File: src/rtl/ahb_cpuif_bridge.sv
// ahb_cpuif_bridge: AHB-Lite subordinate that converts each accepted transfer into a
// single-beat CSR cpuif request, with stall retry, ack/err completion and two-cycle ERROR.
module ahb_cpuif_bridge #(
   parameter int AhbAddrWidth = 32,
   parameter int CsrAddrWidth = 12,
   parameter int DataWidth    = 32
) (
   input  logic                    clk_i,
   input  logic                    rst_i,
   input  logic                    hsel_i,
   input  logic [AhbAddrWidth-1:0] haddr_i,
   input  logic [1:0]              htrans_i,
   input  logic                    hwrite_i,
   input  logic [2:0]              hsize_i,
   input  logic [DataWidth-1:0]    hwdata_i,
   input  logic                    hready_i,
   output logic                    hreadyout_o,
   output logic                    hresp_o,
   output logic [DataWidth-1:0]    hrdata_o,
   output logic                    cpuif_req_o,
   output logic                    cpuif_req_is_wr_o,
   output logic [CsrAddrWidth-1:0] cpuif_addr_o,
   output logic [DataWidth-1:0]    cpuif_wr_data_o,
   output logic [DataWidth-1:0]    cpuif_wr_biten_o,
   input  logic                    cpuif_req_stall_wr_i,
   input  logic                    cpuif_req_stall_rd_i,
   input  logic                    cpuif_rd_ack_i,
   input  logic                    cpuif_rd_err_i,
   input  logic                    cpuif_wr_ack_i,
   input  logic                    cpuif_wr_err_i,
   input  logic [DataWidth-1:0]    cpuif_rd_data_i
);
   typedef enum logic [2:0] {S_IDLE, S_REQ, S_WAIT, S_DONE, S_ERR1, S_ERR2} state_t;
   state_t r_state, w_next;
   logic                    r_wr;
   logic [CsrAddrWidth-1:0] r_addr;
   logic [DataWidth-1:0]    r_biten, r_rdata, w_biten;
   logic w_open, w_new, w_hi, w_bad, w_stall, w_ack, w_err, w_cmpl, w_unused;

   assign w_unused = htrans_i[0];
   // A new address phase can only be taken while the previous data phase is completing.
   assign w_open = (r_state == S_IDLE) | (r_state == S_DONE) | (r_state == S_ERR2);
   assign w_new  = w_open & hsel_i & hready_i & htrans_i[1];
   generate
      if (AhbAddrWidth > CsrAddrWidth) begin : g_hi
         assign w_hi = |haddr_i[AhbAddrWidth-1:CsrAddrWidth];
      end else begin : g_nohi
         assign w_hi = 1'b0;
      end
   endgenerate
   assign w_bad = (hsize_i > 3'd2) | ((hsize_i == 3'd1) & haddr_i[0]) |
                  ((hsize_i == 3'd2) & (|haddr_i[1:0])) | w_hi;
   assign w_biten = !hwrite_i ? '0 :
                    (hsize_i == 3'd0) ? 32'h0000_00FF << {haddr_i[1:0], 3'b000} :
                    (hsize_i == 3'd1) ? 32'h0000_FFFF << {haddr_i[1], 4'b0000} : '1;

   // Only the strobes of the registered direction are honoured.
   assign w_stall = r_wr ? cpuif_req_stall_wr_i : cpuif_req_stall_rd_i;
   assign w_ack   = r_wr ? cpuif_wr_ack_i : cpuif_rd_ack_i;
   assign w_err   = r_wr ? cpuif_wr_err_i : cpuif_rd_err_i;
   assign w_cmpl  = (((r_state == S_REQ) & !w_stall) | (r_state == S_WAIT)) & w_ack;

   always_comb begin
      w_next = r_state;
      case (r_state)
         S_IDLE, S_DONE, S_ERR2: w_next = w_new ? (w_bad ? S_ERR1 : S_REQ) : S_IDLE;
         S_REQ:   w_next = w_stall ? S_REQ : w_ack ? (w_err ? S_ERR1 : S_DONE) : S_WAIT;
         S_WAIT:  w_next = w_ack ? (w_err ? S_ERR1 : S_DONE) : S_WAIT;
         S_ERR1:  w_next = S_ERR2;
         default: w_next = S_IDLE;
      endcase
   end

   always_ff @(posedge clk_i or posedge rst_i) begin
      if (rst_i) begin
         r_state <= S_IDLE;
         r_wr    <= 1'b0;
         r_addr  <= '0;
         r_biten <= '0;
         r_rdata <= '0;
      end else begin
         r_state <= w_next;
         if (w_new & !w_bad) begin
            r_wr    <= hwrite_i;
            r_addr  <= {haddr_i[CsrAddrWidth-1:2], 2'b00};
            r_biten <= w_biten;
         end
         if (w_cmpl | (w_new & w_bad))
            r_rdata <= (w_cmpl & !w_err & !r_wr) ? cpuif_rd_data_i : '0;
      end
   end

   assign hreadyout_o       = w_open;
   assign hresp_o           = (r_state == S_ERR1) | (r_state == S_ERR2);
   assign hrdata_o          = r_rdata;
   assign cpuif_req_o       = (r_state == S_REQ);
   assign cpuif_req_is_wr_o = r_wr;
   assign cpuif_addr_o      = r_addr;
   assign cpuif_wr_biten_o  = r_biten;
   assign cpuif_wr_data_o   = ((r_state == S_REQ) & r_wr) ? hwdata_i : '0;
endmodule
File: config.mk
export PLATFORM = sky130hd
export DESIGN_NAME = ahb_cpuif_bridge
export DESIGN_NICKNAME = d
export VERILOG_FILES = /design/src/rtl/ahb_cpuif_bridge.sv
export SDC_FILE = /design/constraint.sdc
export NUM_CORES = 1
export LEC_CHECK = 0
export ABC_AREA = 0
export ABC_CLOCK_PERIOD_IN_PS = 2200
export CORE_MARGIN = 1.5
export CORE_UTILIZATION = 33
export DETAILED_ROUTE_END_ITERATION = 16
export PLACE_DENSITY = 0.83
export SLEW_MARGIN = 15
export SYNTH_ARGS = -nofsm -noshare
export SYNTH_HDL_FRONTEND = slang
export SYNTH_SLANG_ARGS = --single-unit
export TNS_END_PERCENT = 1
File: constraint.sdc
create_clock -name clk_i -period 2.2 [get_ports clk_i]
set_input_delay 0.44 -clock clk_i [delete_from_list [all_inputs] [get_ports clk_i]]
set_output_delay 0.44 -clock clk_i [all_outputs]
set_load 0.02 [all_outputs]
==> results of run 1 <==
==> report_power, final <==
part | switching, W | total, W | internal (W)
logic | 0.00102 | 0.00204 | 0.00102
registers | 0.000177 | 0.00140 | 0.00122
clock network | 0.000290 | 0.000629 | 0.000339
==> metal layers <==
metal  part of all wire  vias to the layer above
met3              0.077                        2
li1                   -                     1395
met2               0.50                      124
met1               0.42                     1363
met5                  0                        -
met4             0.0035                        0
==> path summary, 6_finish.rpt <==
check	end	slack (ns)
setup / recovery	hresp_o	0.09
hold / removal	cpuif_addr_o[4]	0.46
setup reg to reg	cpuif_addr_o[9]	0.37
hold reg to reg	cpuif_addr_o[3]	0.51
max in group asynchronous	hrdata_o[2]	1.22
min in group clk_i	cpuif_addr_o[3]	0.51
==> per-stage QoR <==
step / util / hold WS, ns / power (W)
6_report: 0.609 / 0.462 / 0.00407
5_1_grt: 0.609 / 0.486 / 0.00433
4_1_cts: 0.622 / 0.475 / 0.00410
3_5_place_dp: 0.613 / 0.497 / 0.00346
3_3_place_gp: 0.613 / 0.488 / 0.00340
2_1_floorplan: - / 0.496 / 0.00235
==> kinds of logic (layout without fill, tap and decap cells) <==
| family | after synthesis | in the layout |
|---|---|---|
| AOI/OAI and AO/OA | 44 | 44 |
| xor gates and xnor gates | 1 | 1 |
| buffers and inverters | 58 | 254 |
| DFF | 50 | 50 |
| muxes | 18 | 18 |
| other | 1 | 2 |
| and+or+nand+nor | 132 | 132 |
==> synth_stat cells (5+ instances only) <==
cell,n
sky130_fd_sc_hd__nand2_1,67
sky130_fd_sc_hd__dfrtp_1,50
sky130_fd_sc_hd__and3_1,32
sky130_fd_sc_hd__o22ai_1,32
sky130_fd_sc_hd__buf_4,30
sky130_fd_sc_hd__clkbuf_1,13
sky130_fd_sc_hd__nor2_1,10
sky130_fd_sc_hd__inv_1,7
sky130_fd_sc_hd__mux2_2,7
sky130_fd_sc_hd__mux2_4,6
sky130_fd_sc_hd__mux2i_1,5
sky130_fd_sc_hd__nor2b_1,5
==> layout by cell type (no fill, tap or decap), types with 3 or more instances in the layout <==
master and count:
sky130_fd_sc_hd__nor2b_1 5, sky130_fd_sc_hd__dfrtp_1 49, sky130_fd_sc_hd__nor2_1 8, sky130_fd_sc_hd__nor4_1 4
sky130_fd_sc_hd__clkdlybuf4s15_1 4, sky130_fd_sc_hd__and3_1 32, sky130_fd_sc_hd__nand2_1 67, sky130_fd_sc_hd__buf_12 6
sky130_fd_sc_hd__mux2_4 6, sky130_fd_sc_hd__o22ai_1 32, sky130_fd_sc_hd__a21oi_1 3, sky130_fd_sc_hd__clkdlybuf4s50_1 186
sky130_fd_sc_hd__inv_1 6, sky130_fd_sc_hd__buf_4 13, sky130_fd_sc_hd__nor3_1 4, sky130_fd_sc_hd__o21ai_0 4
sky130_fd_sc_hd__mux2i_1 5, sky130_fd_sc_hd__clkbuf_2 29, sky130_fd_sc_hd__clkbuf_8 5, sky130_fd_sc_hd__mux2_2 7
==> state kept, by name, indices dropped and copies added, names as in the netlist <==
| signal | cells |
|---|---|
| hrdata_o | 32 |
| cpuif_addr_o | 10 |
| cpuif_wr_biten_o | 4 |
| r_state | 3 |
| cpuif_req_is_wr_o | 1 |
==> timing repair <==
| item | in CTS | in global routing |
|---|---|---|
| endpoints found under the setup margin | 34 | 33 |
| hold endpoints to repair | 0 | 0 |
| buffers inserted | 0 | 0 |
| gates resized for setup | 36 | 62 |
==> area by class of cell <==
cell class                      instances  share of cell area
Clock buffer                            6              0.0147
Clock inverter                          2             0.00758
Inverter                                7             0.00530
Multi-Input combinational cell        197               0.234
Sequential cell                        50               0.253
Tap cell                              105              0.0265
Timing Repair Buffer                  239               0.459
==> metrics.txt, run 1 <==
# TYPE chip_impl_metric gauge
chip_impl_metric{name="drt_first_pass_iters",unit=""} 4
chip_impl_metric{name="timing.critical_path.depth",unit=""} 3
chip_impl_metric{name="ys_seq_elements",unit=""} 50
chip_impl_metric{name="wirelength_routed",unit="mm"} 8.51
chip_impl_info{name="rsz0062_at_grt",value="true"} 1
chip_impl_metric{name="max_root_sink_buffers",unit=""} 2
chip_impl_metric{name="final_hold_viol_count",unit=""} 0
chip_impl_metric{name="synth_cell_type_count",unit=""} 32
chip_impl_metric{name="ff2ff_path_depth",unit=""} 7
chip_impl_metric{name="timing.setup.tns",unit="ns"} 0
chip_impl_metric{name="critical_path_arrival",unit="ns"} 1.67
chip_impl_metric{name="grt_antenna_before_repair",unit=""} 0
chip_impl_metric{name="critical_path.max_stage_delay",unit="ns"} 0.64
chip_impl_metric{name="highest_fanout_seen_on_the_critical_path",unit=""} 5
chip_impl_metric{name="cap_violations",unit=""} 0
chip_impl_metric{name="holdBufCountCts",unit=""} 0
chip_impl_metric{name="clkSinkCount",unit=""} 50
chip_impl_metric{name="synth_warnings",unit=""} 0
chip_impl_metric{name="stdcell_area",unit="sq mm"} 0.00495
chip_impl_metric{name="grt_overflow_total",unit=""} 0
chip_impl_info{name="yosysTopAreaCell",value="sky130_fd_sc_hd__dfrtp_1"} 1
chip_impl_metric{name="clkSlewWorstSetupHoldPaths",unit="ns"} 0.09
chip_impl_metric{name="place_worst_setup_slack",unit="ns"} -0.0692
chip_impl_info{name="cts_root_buffer",value="sky130_fd_sc_hd__clkbuf_8"} 1
chip_impl_info{name="main_combinational_cell_family_by_area_after_synthesis",value="simple AND/OR/NAND/NOR gates"} 1
chip_impl_metric{name="synth_compound_area_frac",unit=""} 0.101
chip_impl_metric{name="final.period_utilization",unit=""} 0.957
chip_impl_metric{name="numPortBuffers",unit=""} 220
chip_impl_metric{name="initial_utilization",unit=""} 0.336
chip_impl_info{name="sort_of_element_at_the_start_of_the_critical_path",value="register"} 1
chip_impl_metric{name="avgRoutedWirePerCell",unit="um"} 14.0
chip_impl_metric{name="yosys-mux-area-fraction",unit=""} 0.0800
chip_impl_metric{name="die-width",unit="um"} 94.1
chip_impl_metric{name="cts_max_level",unit=""} 2
chip_impl_metric{name="count_of_final_max_slew_check_failures",unit=""} 0
chip_impl_metric{name="grt_start_max_net_pins",unit=""} 41
chip_impl_info{name="crit_path_start",value="r_state[1]"} 1
chip_impl_metric{name="peakVddDrop",unit="V"} 0.000565
chip_impl_metric{name="dieHeight",unit="um"} 94.1
chip_impl_metric{name="core_footprint",unit="sq mm"} 0.00813
chip_impl_info{name="ys.flop_type",value="sky130_fd_sc_hd__dfrtp_1"} 1
chip_impl_metric{name="post-synth-top-area-fraction",unit=""} 0.457
chip_impl_metric{name="num_antenna_cells",unit=""} 0
chip_impl_metric{name="synth-simple-area-share",unit=""} 0.232
chip_impl_metric{name="globalRouteMet3Util",unit=""} 0.0485
chip_impl_metric{name="fraction_of_final_layout_cells_with_drive_strength_greater_than_1",unit=""} 0.154
chip_impl_metric{name="synth_area_in_adders",unit=""} 0
chip_impl_info{name="worst_hold_path_type",value="primary input to async pin"} 1
chip_impl_metric{name="syn_area",unit="sq mm"} 0.00274
chip_impl_metric{name="clock_buffers_created_by_tritoncts",unit=""} 5
chip_impl_metric{name="die_area",unit="sq mm"} 0.00885
chip_impl_metric{name="power.density_cell_area",unit="mW/mm^2"} 821
chip_impl_metric{name="dp_hpwl",unit="mm"} 6.61
chip_impl_metric{name="netlist_instances",unit=""} 304
chip_impl_info{name="path_cells",value="buf_4, nor2b_1, clkdlybuf4s50_1"} 1
chip_impl_info{name="run_status",value="complete, no violations"} 1
chip_impl_metric{name="clk-insertion-delay-late",unit="ns"} 0.29
chip_impl_metric{name="floorplan.rows",unit=""} 33
chip_impl_metric{name="route.antenna.remaining_nets",unit=""} 0
chip_impl_metric{name="n_fill_cell",unit=""} 655
chip_impl_metric{name="multi_input_area",unit="sq mm"} 0.00116
chip_impl_metric{name="syn_area_per_cell",unit="sq um"} 9.00
chip_impl_info{name="cpLargestDelayFamily",value="buffers and inverters"} 1
chip_impl_metric{name="routed_via_density",unit=""} 4.76
chip_impl_metric{name="post_dp_cell_area",unit="sq mm"} 0.00499
chip_impl_metric{name="power.leakage",unit="nW"} 2.33
chip_impl_metric{name="synth_edf_count",unit=""} 0
chip_impl_info{name="synth.area.top_cells",value="sky130_fd_sc_hd__dfrtp_1 46%, sky130_fd_sc_hd__nand2_1 9.2%, sky130_fd_sc_hd__buf_4 8.2%"} 1
chip_impl_metric{name="cp_data_required_time",unit="ns"} 1.76
chip_impl_metric{name="grt_util_all_layers",unit=""} 0.186
chip_impl_info{name="endpoint_kind",value="primary output"} 1
chip_impl_metric{name="worst_clock_skew",unit="ns"} 0.00884
chip_impl_metric{name="worst-path-buf-inv",unit=""} 2
chip_impl_metric{name="synth_xor_area_frac",unit=""} 0.00320
chip_impl_info{name="crit_slowest_cell",value="sky130_fd_sc_hd__clkdlybuf4s50_1"} 1
chip_impl_metric{name="ys_async_sr_fraction",unit=""} 1.00
chip_impl_metric{name="global_route_wire_length_before_repair",unit="mm"} 13.1
chip_impl_metric{name="drcViolationCount",unit=""} 0
chip_impl_metric{name="drt_iter0_markers",unit=""} 103
chip_impl_metric{name="setup_slack",unit="ns"} 0.0942
chip_impl_info{name="cts_tree",value="built"} 1
chip_impl_metric{name="finalCriticalPeriod",unit="ns"} 2.11
chip_impl_metric{name="grt_pass1_vias",unit=""} 2672
chip_impl_metric{name="report.final.setup_viol",unit=""} 0
chip_impl_metric{name="grt.met1_usage",unit=""} 0.245
chip_impl_metric{name="top_level_ports",unit=""} 224
chip_impl_metric{name="global_routing_usage_on_met2",unit=""} 0.311
chip_impl_metric{name="finalNonFillerCells",unit=""} 606
chip_impl_metric{name="globalplace.congestion",unit=""} 0.702
chip_impl_info{name="grt_most_used_layer",value="met2"} 1
chip_impl_info{name="path_class",value="register to primary output"} 1
chip_impl_metric{name="vias",unit=""} 2884
chip_impl_metric{name="dp.cells",unit=""} 598
chip_impl_metric{name="regArea",unit="sq mm"} 0.00125
chip_impl_metric{name="area_growth_syn_to_layout",unit="%"} 81.0
chip_impl_metric{name="num-nets-final",unit=""} 612
chip_impl_info{name="critical_register_to_register_path_startpoint",value="r_state[2]"} 1
chip_impl_metric{name="ys_seq_area_frac",unit=""} 0.457
chip_impl_metric{name="achievable-frequency",unit="MHz"} 475
Note: power is estimated with default switching activity, not from simulation.
==> inputs of run 2 (changes only) <==
- CAP_MARGIN: not set -> 25
==> results of run 2 <==
No change in the layout: final DEF, timing and power equal those of run 1.
==> inputs of run 3 (changes only) <==
- SETUP_SLACK_MARGIN: not set -> 0.3
- TNS_END_PERCENT: 1 -> not set
==> run 3 against run 2 <==
  * Critical endpoint is now cpuif_wr_data_o[8]
  * Clock skew down 0.0073 ns
  * Utilization up 5.9 points
  * Largest power group unchanged
  * Sequential power about the same
  * Worst hold slack better by 0.0033 ns
  * Global-route usage up 0.57 points
  * Largest cell class unchanged
  * Die area unchanged
  * Via count up 1.3%
  * Combinational power up 18%
  * Cell count up 1.3%
  * Highest routed layer unchanged
==> metrics.txt, run 3 (synthesis results as in run 1) <==
# TYPE chip_impl_metric gauge
chip_impl_metric{name="global_route_wire_length_before_repair",unit="mm"} 13.3
chip_impl_metric{name="drcViolationCount",unit=""} 0
chip_impl_metric{name="numPortBuffers",unit=""} 220
chip_impl_metric{name="routed_via_density",unit=""} 4.76
chip_impl_metric{name="holdBufCountCts",unit=""} 0
chip_impl_metric{name="timing.critical_path.depth",unit=""} 6
chip_impl_metric{name="globalplace.congestion",unit=""} 0.721
chip_impl_metric{name="num_antenna_cells",unit=""} 0
chip_impl_metric{name="dieHeight",unit="um"} 94.1
chip_impl_metric{name="fraction_of_final_layout_cells_with_drive_strength_greater_than_1",unit=""} 0.214
chip_impl_metric{name="cts_max_level",unit=""} 2
chip_impl_info{name="endpoint_kind",value="primary output"} 1
chip_impl_metric{name="grt_start_max_net_pins",unit=""} 45
chip_impl_info{name="cts_tree",value="built"} 1
chip_impl_metric{name="max_root_sink_buffers",unit=""} 2
chip_impl_metric{name="grt.met1_usage",unit=""} 0.245
chip_impl_metric{name="final_hold_viol_count",unit=""} 0
chip_impl_info{name="critical-path-top-cell-by-count",value="sky130_fd_sc_hd__buf_4"} 1
chip_impl_metric{name="floorplan.rows",unit=""} 33
chip_impl_metric{name="highest_fanout_seen_on_the_critical_path",unit=""} 16
chip_impl_metric{name="core_footprint",unit="sq mm"} 0.00813
chip_impl_metric{name="avgRoutedWirePerCell",unit="um"} 15.8
chip_impl_info{name="crit_slowest_cell",value="sky130_fd_sc_hd__dfrtp_1"} 1
chip_impl_metric{name="wirelength_routed",unit="mm"} 9.70
chip_impl_metric{name="power.leakage",unit="nW"} 2.78
chip_impl_info{name="cts_root_buffer",value="sky130_fd_sc_hd__clkbuf_8"} 1
chip_impl_metric{name="grt_overflow_total",unit=""} 0
chip_impl_info{name="worst_hold_path_type",value="primary input to async pin"} 1
chip_impl_metric{name="post-layout-total-power",unit="W"} 0.00443
chip_impl_metric{name="vias",unit=""} 2922
chip_impl_metric{name="drt_first_pass_iters",unit=""} 4
chip_impl_info{name="run_status",value="complete, no violations"} 1
chip_impl_metric{name="cp_data_required_time",unit="ns"} 1.76
chip_impl_metric{name="finalCriticalPeriod",unit="ns"} 1.98
chip_impl_metric{name="finalNonFillerCells",unit=""} 614
chip_impl_metric{name="drt_iter0_markers",unit=""} 95
chip_impl_metric{name="achievable-frequency",unit="MHz"} 506
chip_impl_info{name="cpLargestDelayFamily",value="simple AND/OR/NAND/NOR gates"} 1
chip_impl_metric{name="multi_input_area",unit="sq mm"} 0.00128
chip_impl_metric{name="peakVddDrop",unit="V"} 0.000677
chip_impl_metric{name="globalRouteMet3Util",unit=""} 0.0477
chip_impl_metric{name="clk-insertion-delay-late",unit="ns"} 0.29
chip_impl_info{name="path_cells",value="nand2b_4, nor2_4, buf_12, buf_4, and3_1, buf_4"} 1
chip_impl_metric{name="largest_register_ff_count",unit=""} 32
chip_impl_metric{name="worst-path-buf-inv",unit=""} 3
chip_impl_metric{name="grt_pass1_vias",unit=""} 2689
chip_impl_info{name="leading_cell_type_in_the_layout_fill_and_taps_excluded",value="sky130_fd_sc_hd__clkdlybuf4s50_1"} 1
chip_impl_metric{name="global_routing_usage_on_met2",unit=""} 0.332
chip_impl_info{name="grt_most_used_layer",value="met2"} 1
chip_impl_metric{name="top_level_ports",unit=""} 224
chip_impl_metric{name="dp_hpwl",unit="mm"} 6.65
chip_impl_metric{name="die-width",unit="um"} 94.1
chip_impl_metric{name="n_fill_cell",unit=""} 583
chip_impl_info{name="path_class",value="register to primary output"} 1
chip_impl_metric{name="fin_util",unit=""} 0.668
chip_impl_metric{name="clkSlewWorstSetupHoldPaths",unit="ns"} 0.09
chip_impl_metric{name="grt_antenna_before_repair",unit=""} 0
chip_impl_metric{name="num-nets-final",unit=""} 620
chip_impl_metric{name="stdcell_area",unit="sq mm"} 0.00544
chip_impl_metric{name="critical_path_arrival",unit="ns"} 1.54
chip_impl_metric{name="timing.setup.tns",unit="ns"} 0
chip_impl_metric{name="worst_clock_skew",unit="ns"} 0.00154
chip_impl_metric{name="initial_utilization",unit=""} 0.336
chip_impl_metric{name="regArea",unit="sq mm"} 0.00125
chip_impl_metric{name="clock_buffers_created_by_tritoncts",unit=""} 5
chip_impl_metric{name="die_area",unit="sq mm"} 0.00885
chip_impl_metric{name="cap_violations",unit=""} 0
chip_impl_metric{name="final.period_utilization",unit=""} 0.898
chip_impl_metric{name="post_dp_cell_area",unit="sq mm"} 0.00496
chip_impl_metric{name="report.final.setup_viol",unit=""} 0
chip_impl_metric{name="dp.cells",unit=""} 595
chip_impl_metric{name="count_of_final_max_slew_check_failures",unit=""} 0
chip_impl_info{name="sort_of_element_at_the_start_of_the_critical_path",value="register"} 1
chip_impl_metric{name="route.antenna.remaining_nets",unit=""} 0
chip_impl_info{name="rsz0062_at_grt",value="true"} 1
chip_impl_metric{name="critical_path.max_stage_delay",unit="ns"} 0.38
chip_impl_metric{name="ff2ff_path_depth",unit=""} 8
chip_impl_metric{name="power.density_cell_area",unit="mW/mm^2"} 815
chip_impl_metric{name="clkSinkCount",unit=""} 50
chip_impl_info{name="final_cell_mix",value="139 x sky130_fd_sc_hd__clkdlybuf4s50_1, 67 x sky130_fd_sc_hd__nand2_1, 49 x sky130_fd_sc_hd__dfrtp_1"} 1
chip_impl_metric{name="area_growth_syn_to_layout",unit="%"} 98.6
chip_impl_metric{name="grt_util_all_layers",unit=""} 0.192
## run 3: cell types whose count changed in the layout (fill, tap and decap cells not counted), moves of 3 or more
| cell | before | now |
|---|---|---|
| sky130_fd_sc_hd__dlymetal6s2s_1 | 0 | 36 |
| sky130_fd_sc_hd__buf_4 | 13 | 29 |
| sky130_fd_sc_hd__dlygate4sd2_1 | 1 | 10 |
| sky130_fd_sc_hd__nor4_1 | 4 | 1 |
| sky130_fd_sc_hd__o22ai_2 | 0 | 4 |
| sky130_fd_sc_hd__clkbuf_2 | 29 | 0 |
| sky130_fd_sc_hd__and3_1 | 32 | 26 |
| sky130_fd_sc_hd__o22ai_1 | 32 | 28 |
| sky130_fd_sc_hd__clkdlybuf4s50_1 | 186 | 139 |
| sky130_fd_sc_hd__clkdlybuf4s15_1 | 4 | 1 |
| sky130_fd_sc_hd__and3_4 | 0 | 6 |
| sky130_fd_sc_hd__buf_6 | 0 | 18 |
## run 3: report_power, final
| group | total (W) | internal [W] | switching (W) | leakage [nW] |
|---|---|---|---|---|
| clock network | 0.000624 | 0.000335 | 0.000289 | 0.0579 |
| logic | 0.00240 | 0.00126 | 0.00114 | 2.05 |
| registers | 0.00140 | 0.00122 | 0.000182 | 0.669 |
| total | 0.00443 | 0.00282 | 0.00161 | 2.78 |
## run 3: path summary, 6_finish.rpt
kind / start / to / slack [ns]
min: rst_i / cpuif_addr_o[4] / 0.47
max in group asynchronous: rst_i / hrdata_o[5] / 1.22
max reg2reg: r_state[2] / hrdata_o[1] / 0.37
max: r_state[2] / cpuif_wr_data_o[8] / 0.22
min in group clk_i: cpuif_addr_o[10] / cpuif_addr_o[10] / 0.52
min reg2reg: cpuif_addr_o[10] / cpuif_addr_o[10] / 0.52
## run 3: what timing repair did
item | in CTS | in global routing
pin swaps | 8 | 10
cloned | 2 | 2
gates resized for setup | 198 | 66
setup buffers | 4 | 3
endpoints found under the setup margin | 69 | 103
## run 3: routing by layer
metal | vias up | wire, um
li1 | 1413 | -
met1 | 1382 | 3880
met2 | 123 | 5050
met3 | 4 | 737
met4 | 0 | 41
met5 | - | 0
## run 3: metrics by stage
step           hold WS [ns]  setup slack, ns
6_report              0.466            0.223
2_1_floorplan         0.496            0.367
5_1_grt               0.518            0.127
4_1_cts               0.470            0.150
3_3_place_gp          0.488          -0.0598
3_5_place_dp          0.499          -0.0921
## run 3: area by class of cell
class / count / area share
multi-input combinational: 197 / 0.236
clock buffer: 5 / 0.0127
sequential: 50 / 0.230
timing repair buffer: 247 / 0.485
tap: 105 / 0.0242
clock inverter: 3 / 0.00737
inverter: 7 / 0.00483
==> patch 1: new RTL, flow settings as in run 3 <==
The parameter `CsrAddrWidth` goes from 12 to 11.
--- a/src/rtl/ahb_cpuif_bridge.sv
+++ b/src/rtl/ahb_cpuif_bridge.sv
@@ -3,5 +3,5 @@
 module ahb_cpuif_bridge #(
    parameter int AhbAddrWidth = 32,
-   parameter int CsrAddrWidth = 12,
+   parameter int CsrAddrWidth = 11,
    parameter int DataWidth    = 32
 ) (
Ports: changed (resized cpuif_addr_o); port bits go from 224 to 223. No check against the original RTL was run, so the function may have changed too.
==> patch 1 against run 3 <==
Global-route usage increased by 0.92 points; register-to-register slack worse by 0.16 ns; routed wire length is 7.7% higher; synthesized area shrank 1.2%; design area fell by 0.14%; sequential cell count fell by 1; combinational power rose by 5%; final cell count down 0.33%; power increased by 0.20%; largest cell class unchanged; setup slack worse by 0.095 ns; via count rose by 3.0%; critical path depth did not move.
==> patch 1: results (changes against run 3) <==
[setup_path]
crit_fanout = 15  ; -1
arrival_ns = 1.63  ; +0.09 ns
crit_path_end = cpuif_wr_data_o[28]
rr_endpoint = hrdata_o[22]
reg2regPathDepth = 9  ; +1
r2r_slack_ns = 0.21  ; -0.16 ns
critPathLaunch = r_state[2]

[global_routing]
grt_pass1_wl_um = 13900  ; +4.9%
grt.total_usage_pct = 20.1  ; +0.92 points
antenna_found_initial = 0  ; unchanged
grt_pass1_vias = 2717  ; +1.0%
grt_max_degree = 65  ; +44%

[placed_design]
globalplace.congestion = 0.809  ; +12%
pre_cts_slack_ns = -0.0954  ; -0.00326 ns
numPortBuffers = 219  ; -0.45%
placed_cells = 585  ; -1.7%
postPlaceCellArea_sq_um = 4870  ; -1.8%
dpl.hpwl_um = 7050  ; +6.1%

[yosys]
synth_compound_area_share_pct = 10.2  ; +0.13 points
synth_xor_area_share_pct = 0.324  ; +0.0040 points
ys_async_sr_fraction_pct = 100  ; unchanged
muxShareOfSynthArea_pct = 7.69  ; -0.32 points
avgSynthCellArea_sq_um = 8.95  ; -0.58%
synth_fa_ha_area_share_pct = 0  ; unchanged
synthTopCellsByArea = dfrtp_1 (45%), nand2_1 (9.3%), buf_4 (8.3%)
synth_top_cells_by_count = nand2_1 (67), dfrtp_1 (49), and3_1 (32), o22ai_1 (32), buf_4 (30)
ys_seq_area_share_pct = 45.4  ; -0.35 points
synth_warnings = 0  ; unchanged

[sta]
hold_slack_ns = 0.446  ; -0.0194 ns
skew_ns = 0.0153  ; +0.0138 ns
finalCriticalPeriod_ns = 2.07  ; +0.0954 ns

[cts]
cts_buffer_depth = 2  ; unchanged
cts_buffers = 5  ; unchanged
clk_pin_slew_ns = 0.10
clk_latency_ns = 0.30

[finish]
nets = 621  ; +0.16%
largest_reg_flops = 32  ; unchanged
n_fill_cell = 585  ; +0.34%
final_cell_count_no_fill = 612  ; -0.33%
final_layout_size_suffix_gt1_share_pct = 23.1  ; +1.7 points

[routing]
drt_iter0_drc = 102  ; +7.4%
firstDrtPassIters = 6  ; +2
wl_um = 10400  ; +7.7%
vias = 3011  ; +3.0%

[pwr]
leakage_nw = 2.75  ; -1.0%
sw_frac_of_total_pct = 37.7  ; +1.3 points
max-vdd-ir-drop_mv = 0.601  ; -11%

[outcome]
outcome = complete, no violations

[patch 1: cell count changes after synthesis]
cell,change
mux2_2,-1
dfrtp_1,-1
nor3_1,-1
nor4_1,+1
buf_1,-1
buf_2,+1
[patch 1: cell families after synthesis]
kind of cell	after synthesis
flops	49
other cells	1
buf+inv	58
xor+xnor	1
compound gates	44
simple gates	132
mux	17
[patch 1: per-layer routing]
| layer | track usage, % | wire [um] | vias to the layer above |
|---|---|---|---|
| met1 | 25.3 | 3920 | 1438 |
| met4 | 3.54 | 108 | 0 |
| met5 | 0 | 0 | - |
| li1 | - | - | 1416 |
| met2 | 34.5 | 5520 | 143 |
| met3 | 5.61 | 893 | 14 |
[patch 1: area by class of cell]
cell class,count,area [sq um],share of cell area [%]
timing repair buffer,250,2650,48.7
tap,102,128,2.35
sequential,49,1230,22.6
clock inverter,2,13.8,0.254
multi-input combinational,196,1310,24.2
inverter,7,26.3,0.484
clock buffer,6,72.6,1.34
[patch 1: power by group through the flow]
| stage | Clock (mW) | Sequential [mW] | Combinational [mW] |
|---|---|---|---|
| final | 0.528 | 1.38 | 2.53 |
| after detailed placement | 0 | 1.38 | 2.02 |
| after global routing | 0.585 | 1.42 | 2.67 |
| after CTS | 0.546 | 1.38 | 2.18 |
| after floorplan | 0 | 1.73 | 0.603 |
| after global placement | 0 | 1.37 | 1.98 |
[patch 1: worst max-delay path, cell delays in order, from the launching register on]
cell and delay (ns):
dfrtp_1 0.40, nand2b_4 0.16, nor2_4 0.17, buf_12 0.15, buf_4 0.11, and3_1 0.18, buf_4 0.15
[patch 1: what timing repair did]
| item | CTS | global route |
|---|---|---|
| setup endpoints to repair | 78 | 77 |
| gates cloned | 1 | 5 |
| buffers inserted | 4 | 9 |
| resized for setup | 184 | 79 |
| pin swaps | 1 | 10 |
| hold buffers | 0 | 0 |
==> patch 2: new RTL, config.mk and constraints of run 3 <==
Made on the original files. Encoding of `state_t`: now one-hot (6 bits for 6 states).
--- a/src/rtl/ahb_cpuif_bridge.sv
+++ b/src/rtl/ahb_cpuif_bridge.sv
@@ -31,5 +31,5 @@
    input  logic [DataWidth-1:0]    cpuif_rd_data_i
 );
-   typedef enum logic [2:0] {S_IDLE, S_REQ, S_WAIT, S_DONE, S_ERR1, S_ERR2} state_t;
+   typedef enum logic [5:0] {S_IDLE = 6'b000001, S_REQ = 6'b000010, S_WAIT = 6'b000100, S_DONE = 6'b001000, S_ERR1 = 6'b010000, S_ERR2 = 6'b100000} state_t;
    state_t r_state, w_next;
    logic                    r_wr;
Formal check against the unedited RTL: same outputs for any inputs over 10 cycles, from zero or initial values and one cycle with rst_i high; not proved beyond that.
==> patch 2 against run 3 <==
Synthesized area stayed put; sequential cell count up 3; design area is 2.7% higher; setup slack got worse by 0.18 ns; sequential share of layout area is 0.78 points higher; routed wire length is 0.36% lower; highest routed layer unchanged.
Power is not compared: it rests on default switching activity, and its combinational part moved more than twofold at a synthesized area within 25%.
==> patch 2: results (changes against run 3) <==
[global_routing]
grt.total_usage_pct = 20.2  ; +1.0 points
grt_pass1_wl_um = 13800  ; +4.3%
grt_max_degree = 35  ; -22%

[finish]
final_layout_size_suffix_gt1_share_pct = 31.9  ; +11 points
nets = 565  ; -8.9%
final_cell_count_no_fill = 559  ; -9.0%
n_antenna_cell = 0  ; unchanged

[routing]
firstDrtPassIters = 4  ; unchanged
vias = 2737  ; -6.3%
drt_iter0_drc = 97  ; +2.1%
wl_um = 9670  ; -0.36%

[setup_path]
timing.rr.start = r_state[1]
reg2regPathDepth = 6  ; -2
rr_endpoint = cpuif_wr_biten_o[30]
max_stage_delay_ns = 0.42  ; +0.04 ns
critPathLaunch = r_state[3]
crit_slowest_cell = dfrtp_1
crit_path_end = cpuif_wr_data_o[0]
arrival_ns = 1.71  ; +0.17 ns
r2r_slack_ns = 0.31  ; -0.06 ns

[cts]
htree_levels = 2  ; unchanged
cts_root_buf = clkbuf_8
clk_latency_ns = 0.30

[run]
drv_cap = 0  ; unchanged

[yosys]
ys_seq_area_share_pct = 48.5  ; +2.8 points
synth_cell_types = 40  ; +25%
synthTopCellsByArea = dfrtp_1 (48%), a32o_1 (12%), buf_4 (8.2%)
synth_ff_type = dfrtp_1
synth_warnings = 0  ; unchanged
synth_top_cells_by_count = dfrtp_1 (52), a32o_1 (32), and2_1 (32)
netlist_instances = 238  ; -22%

[pwr]
leakage_nw = 2.67
max-vdd-ir-drop_mv = 0.297

[placed_design]
dpl.hpwl_um = 6740  ; +1.4%
postPlaceCellArea_sq_um = 4990  ; +0.63%
placed_cells = 536  ; -9.9%
pre_cts_slack_ns = -0.158  ; -0.0659 ns
globalplace.congestion = 0.798  ; +11%

[sta]
skew_ns = 0.00805  ; +0.00650 ns
fmax_ghz = 0.464  ; -8.2%
hold_slack_ns = 0.503  ; +0.0374 ns

[outcome]
outcome = complete, no violations

-- patch 2: worst register-to-register path: stages, from the launching register on --
cell,delay (ns)
dfrtp_1,0.39
buf_4,0.16
nor3_2,0.23
o211a_4,0.24
and4bb_4,0.30
buf_12,0.16
mux2_4,0.30
-- patch 2: cells by family (layout without fill, tap and decap cells) --
| kind of cell | count (synthesis) | count (layout) | share of synthesized area (%) |
|---|---|---|---|
| AND/OR/NAND/NOR | 66 | 66 | 14.4 |
| flip-flops | 53 | 53 | 48.5 |
| buffers and inverters | 50 | 265 | 12.0 |
| AO/OA/AOI/OAI | 47 | 47 | 15.7 |
| multiplexers | 18 | 18 | 8.18 |
| XOR/XNOR | 3 | 3 | 0.960 |
| other | 1 | 2 | 0.137 |
-- patch 2: power breakdown --
group	total (mW)	switching [mW]	internal [mW]
Clock	0.663	0.322	0.341
Sequential	0.978	0.00226	0.976
Combinational	0.316	0.102	0.215
-- patch 2: repair_timing --
action | CTS | global route
buffers inserted | 6 | 2
cloned | 4 | 3
hold buffers | 0 | 0
setup endpoints to repair | 102 | 77
pin swaps | 20 | 23
gates resized for setup | 260 | 54
-- patch 2: final cells by class --
| type | instances | area (sq um) |
|---|---|---|
| Inverter | 4 | 15.0 |
| Clock buffer | 5 | 68.8 |
| Timing Repair Buffer | 253 | 2730 |
| Sequential cell | 53 | 1330 |
| Tap cell | 105 | 131 |
| Multi-Input combinational cell | 136 | 1260 |
| Fill cell | 606 | 2550 |
| Clock inverter | 3 | 46.3 |
-- patch 2: metal layers --
metal / up-vias / global-route usage, % / wire, um / part of all wire (%)
met5: - / 0 / 0 / 0
met4: 0 / 4.35 / 110 / 1.1
met3: 8 / 5.50 / 784 / 8.1
met2: 117 / 37.8 / 5330 / 55
met1: 1354 / 22.7 / 3440 / 36
li1: 1258 / - / - / -
